$ cat src/rtl/spi_ram_burst.sv
`default_nettype none
// ============================================================================
//  Module   : spi_ram_burst
//  Brief    : Command-decoded single-port RAM behind an SPI slave receive path.
//             2-bit commands set write/read pointers or move data. Optional
//             post-increment gives bursts, and a sequence-error pulse flags
//             rejected commands.
//  Revision : 1.0 - initial release
// ============================================================================
module spi_ram_burst #(
    parameter int DATA_W    = 8,
    parameter int ADDR_W    = 8,
    parameter int MEM_DEPTH = 256,
    parameter int AUTO_INC  = 1
) (
    input  logic              clk,
    input  logic              rst_n,
    input  logic              rx_valid,
    input  logic [DATA_W+1:0] din,
    output logic [DATA_W-1:0] dout,
    output logic              tx_valid,
    output logic              seq_err
);

    localparam logic [1:0]        c_CMD_WR_ADDR = 2'b00;
    localparam logic [1:0]        c_CMD_WR_DATA = 2'b01;
    localparam logic [1:0]        c_CMD_RD_ADDR = 2'b10;
    localparam logic [1:0]        c_CMD_RD_DATA = 2'b11;
    // One extra bit so MEM_DEPTH == 2**ADDR_W is representable.
    localparam logic [ADDR_W:0]   c_DEPTH       = (ADDR_W+1)'(MEM_DEPTH);
    localparam logic [ADDR_W-1:0] c_LAST        = ADDR_W'(MEM_DEPTH - 1);

    logic [DATA_W-1:0] r_mem [0:MEM_DEPTH-1];
    logic [ADDR_W-1:0] r_wr_ptr;
    logic [ADDR_W-1:0] r_rd_ptr;
    logic              r_wr_armed;
    logic              r_rd_armed;
    logic [DATA_W-1:0] r_dout;
    logic              r_tx_valid;
    logic              r_seq_err;

    logic [1:0]        w_cmd;
    logic [DATA_W-1:0] w_payload;
    logic [ADDR_W-1:0] w_addr;
    logic              w_addr_ok;
    logic              w_wr_en;
    logic [ADDR_W-1:0] w_wr_next;
    logic [ADDR_W-1:0] w_rd_next;

    assign w_cmd     = din[DATA_W+1:DATA_W];
    assign w_payload = din[DATA_W-1:0];
    assign w_addr    = din[ADDR_W-1:0];
    assign w_addr_ok = ({1'b0, w_addr} < c_DEPTH);
    assign w_wr_en   = rx_valid && (w_cmd == c_CMD_WR_DATA) && r_wr_armed;

    // Pointer advance wraps at the last valid word, not at 2**ADDR_W, so a
    // pointer can never leave the populated range.
    generate
        if (AUTO_INC != 0) begin : g_auto_inc
            assign w_wr_next = (r_wr_ptr == c_LAST) ? '0 : r_wr_ptr + ADDR_W'(1);
            assign w_rd_next = (r_rd_ptr == c_LAST) ? '0 : r_rd_ptr + ADDR_W'(1);
        end else begin : g_static_ptr
            assign w_wr_next = r_wr_ptr;
            assign w_rd_next = r_rd_ptr;
        end
    endgenerate

    // Storage array: written at the sampling edge, never reset.
    always_ff @(posedge clk) begin
        if (w_wr_en) begin
            r_mem[r_wr_ptr] <= w_payload;
        end
    end

    // Command decode: pointers, arming flags and registered response pulses.
    always_ff @(posedge clk or negedge rst_n) begin
        if (!rst_n) begin
            r_wr_ptr   <= '0;
            r_rd_ptr   <= '0;
            r_wr_armed <= 1'b0;
            r_rd_armed <= 1'b0;
            r_dout     <= '0;
            r_tx_valid <= 1'b0;
            r_seq_err  <= 1'b0;
        end else begin
            r_tx_valid <= 1'b0;
            r_seq_err  <= 1'b0;
            if (rx_valid) begin
                case (w_cmd)
                    c_CMD_WR_ADDR: begin
                        if (w_addr_ok) begin
                            r_wr_ptr   <= w_addr;
                            r_wr_armed <= 1'b1;
                        end else begin
                            r_seq_err  <= 1'b1;
                        end
                    end
                    c_CMD_WR_DATA: begin
                        if (r_wr_armed) begin
                            r_wr_ptr  <= w_wr_next;
                        end else begin
                            r_seq_err <= 1'b1;
                        end
                    end
                    c_CMD_RD_ADDR: begin
                        if (w_addr_ok) begin
                            r_rd_ptr   <= w_addr;
                            r_rd_armed <= 1'b1;
                        end else begin
                            r_seq_err  <= 1'b1;
                        end
                    end
                    default: begin
                        if (r_rd_armed) begin
                            r_dout     <= r_mem[r_rd_ptr];
                            r_tx_valid <= 1'b1;
                            r_rd_ptr   <= w_rd_next;
                        end else begin
                            r_seq_err  <= 1'b1;
                        end
                    end
                endcase
            end
        end
    end

    assign dout     = r_dout;
    assign tx_valid = r_tx_valid;
    assign seq_err  = r_seq_err;

endmodule
`default_nettype wire

$ cat config.mk
export PLATFORM = sky130hd
export DESIGN_NAME = spi_ram_burst
export DESIGN_NICKNAME = d
export VERILOG_FILES = /design/src/rtl/spi_ram_burst.sv
export SDC_FILE = /design/constraint.sdc
export NUM_CORES = 2
export LEC_CHECK = 0
export ABC_AREA = 1
export CAP_MARGIN = 20
export CORE_MARGIN = 10
export CORE_UTILIZATION = 47
export DETAILED_ROUTE_END_ITERATION = 12
export MAX_ROUTING_LAYER = met4
export PLACE_DENSITY_LB_ADDON = 0.3
export SLEW_MARGIN = 5
export SYNTH_ARGS = -nofsm -noshare
export SYNTH_HDL_FRONTEND = slang
export SYNTH_SLANG_ARGS = --single-unit
$ cat constraint.sdc
create_clock -name clk -period 4.45 [get_ports clk]
set_input_delay 0.89 -clock clk [delete_from_list [all_inputs] [get_ports clk]]
set_output_delay 0.89 -clock clk [all_outputs]
set_load 0.01 [all_outputs]
==> flow_summary.yaml <==
sta:
  fmax_mhz: 281
  finalCritPeriodShare_pct: 80.0
  final_hold_viol_count: 0
  rsz0062_at_grt: "false"
  timing.setup.tns_ns: 0
  skew_ns: 0.0359
  finalSetupViolCount: 0
  max_slew_margin_pct: 18.8
  layout_setup_ws_ns: 0.889
  slew_violations: 0
  worst_pin_slew_ns: 1.22
  period_needed_ns: 3.56
synth:
  synth-async-reset-ratio_pct: 1.35
  ys_seq_area_share_pct: 69.6
  synth_edf_count: 2048
  synth_top_cell_by_area: "edfxtp_1"
  ys_seq_elements: 2076
  synth_cells: 8102
  synth.distinct_cells: 36
  synth_commonest_cells: "nand2_1 (2,547), edfxtp_1 (2,048), nand3_1 (741), inv_1 (723), nor2_1 (488)"
  ys.flop_type: "edfxtp_1"
  synth_area_leaders: "edfxtp_1 (69%), nand2_1 (11%), nand3_1 (4.2%)"
  yosysTopAreaCellShare_pct: 68.9
  yosysMostFrequentCell: "nand2_1"
  avgSynthCellArea_sq_um: 11.0
  netlist_area_sq_um: 89300
  ys_warn_count: 0
  synth_nets: 8120
clock_network:
  post-cts-setup-buffers: 0
  cts_sinks: 2076
  path_clk_slew_ns: 0.06
  ctsResizeCount: 0
  cts_tree: "built"
  numCtsBuffers: 208
  clockRootBuffer: "clkbuf_16"
  insertion_delay_ns: 0.85
  cts_buffer_depth: 3
  htree_levels: 4
  cts_hold_buf: 0
placed_design:
  finalWeightedCongestion: 0.903
  pre_cts_ws_ns: 0.198
  port_buffers: 22
  dp_cells: 10200
  dp_hpwl_mm: 136
die:
  dieHeight_um: 456
  ios: 23
  chipWidth_um: 456
  dieArea_sq_um: 208000
  core_area_sq_um: 188000
  rows: 159
  start_util_pct: 47.4
global_route:
  grt_start_max_net_pins: 178
  overflow: 0
  grt_pass1_wl_mm: 348
  grt_use_met1_pct: 29.1
  track_usage_pct: 22.4
  grt_busiest_layer: "met2"
  grt_pass1_vias: 56000
  grt_util_met3_pct: 3.80
  met2_usage_pct: 35.4
  antenna_found_initial: 10
routing:
  first_iter_violations: 6779
  routedWlPerCell_um: 22.0
  drtAntennaViolNets: 0
  num_vias: 58200
  drt_first_pass_iters: 6
  routed_wl_mm: 234
  route.detailed.drc: 0
  viasPerCell: 5.47
setup_path:
  start_kind: "flip-flop"
  arrival_ns: 4.35
  worstSetupPathType: "flip-flop to flip-flop"
  end_kind: "flip-flop"
  crit_fanout: 177
  required_ns: 5.24
pwr:
  power_leakage_nw: 37.3
  peakVddDrop_v: 0.000482
  p_total_mw: 49.8
  powerDensity_nw_per_um2: 507
final_layout:
  nFillCells: 16000
  area_growth_pct: 10.1
  utilization_pct: 52.2
  nNetsFinal: 7981
  stdcell_count: 10600
  layout-drive-gt1-share_pct: 7.36
outcome:
  outcome: "completed"
job:
  drv_cap: 0
min_path:
  hold_path.class: "input port to asynchronous set/reset pin"
[worst paths after layout]
check | startpoint | endpoint | slack [ns] | cells after the start
min reg2reg | r_rd_armed | r_rd_armed | 0.50 | 2
max | r_rd_ptr[0] | dout[2] | 0.89 | 14
max reg2reg | r_rd_ptr[0] | dout[2] | 0.89 | 14
max in group asynchronous | rst_n | r_rd_ptr[2] | 3.64 | 1
min | rst_n | dout[2] | 0.15 | 1
min in group clk | r_rd_armed | r_rd_armed | 0.50 | 2
[cells by family (layout without fill, tap and decap cells)]
family / count (synthesis) / count (layout) / synth area share [%]
compound gates: 564 / 564 / 4.17
xor+xnor: 2 / 2 / 0.0196
flops: 2076 / 2076 / 69.6
simple gates: 4239 / 4239 / 20.0
fa+ha+maj: 5 / 5 / 0.0700
other cells: 0 / 3 / 0
buf+inv: 1216 / 1257 / 6.14
[worst max-delay path: stages (launching register included)]
cell,delay [ns]
dfrtp_4,0.88
buf_12,0.37
buf_12,0.48
nand2_1,0.12
nand2_1,0.11
nand2_1,0.05
nand2_1,0.12
nand2_1,0.07
nand3_1,0.12
nand3_1,0.13
nand3_1,0.18
nand3_1,0.23
nand3_1,0.23
nand3_1,0.09
nand2_1,0.06
[metal layers]
metal | vias to the layer above | part of all wire [%]
met5 | - | 0
met4 | 0 | 4.1
met3 | 465 | 8.6
met2 | 2702 | 47
met1 | 28000 | 40
li1 | 27100 | -
[layout make-up]
| type | instances | area, sq um | share of cell area (%) |
|---|---|---|---|
| repair buffers | 136 | 1670 | 1.70 |
| diodes | 3 | 7.51 | 0.00763 |
| well taps | 2495 | 3120 | 3.17 |
| clock buffers | 259 | 5510 | 5.60 |
| flip-flops and latches | 2076 | 62200 | 63.2 |
| clock inverters | 131 | 1400 | 1.42 |
| multi-input cells | 4810 | 21700 | 22.0 |
| inverters | 731 | 2780 | 2.82 |
[cell usage in the layout (no fill, tap or decap), types with 23 or more instances in the layout]
master and instances:
dfrtp_1 23, o211ai_2 92, edfxtp_1 2048, clkbuf_1 43, nand3_1 741, or2_1 111
o211ai_1 69, inv_1 722, clkinv_1 46, nor3_1 289, buf_12 45, nor2_1 488
clkinv_2 37, nand2_1 2540, buf_4 69, clkbuf_16 211, nor3_2 52, a21oi_1 180
o21ai_0 200
[per-stage QoR]
stage / hold WS, ns / instance area, sq um
after floorplan: 0.427 / 89300
after global placement: 0.483 / 91500
after detailed placement: 0.475 / 91500
after CTS: 0.135 / 98400
after global routing: 0.169 / 98400
final: 0.154 / 98400
[registers in the layout, summed over array words and instances (netlist names)]
name        flops
seq_err         1
r_wr_armed      1
r_mem        2048
dout            8
r_wr_ptr        8
tx_valid        1
r_rd_armed      1
r_rd_ptr        8
[power breakdown]
group	switching, mW	total, mW	internal [mW]
logic	7.46	10.3	2.88
clock network	7.50	17.6	10.1
registers	0.319	21.9	21.6
total	15.3	49.8	34.6
No activity file was read; power rests on OpenSTA's default activity.
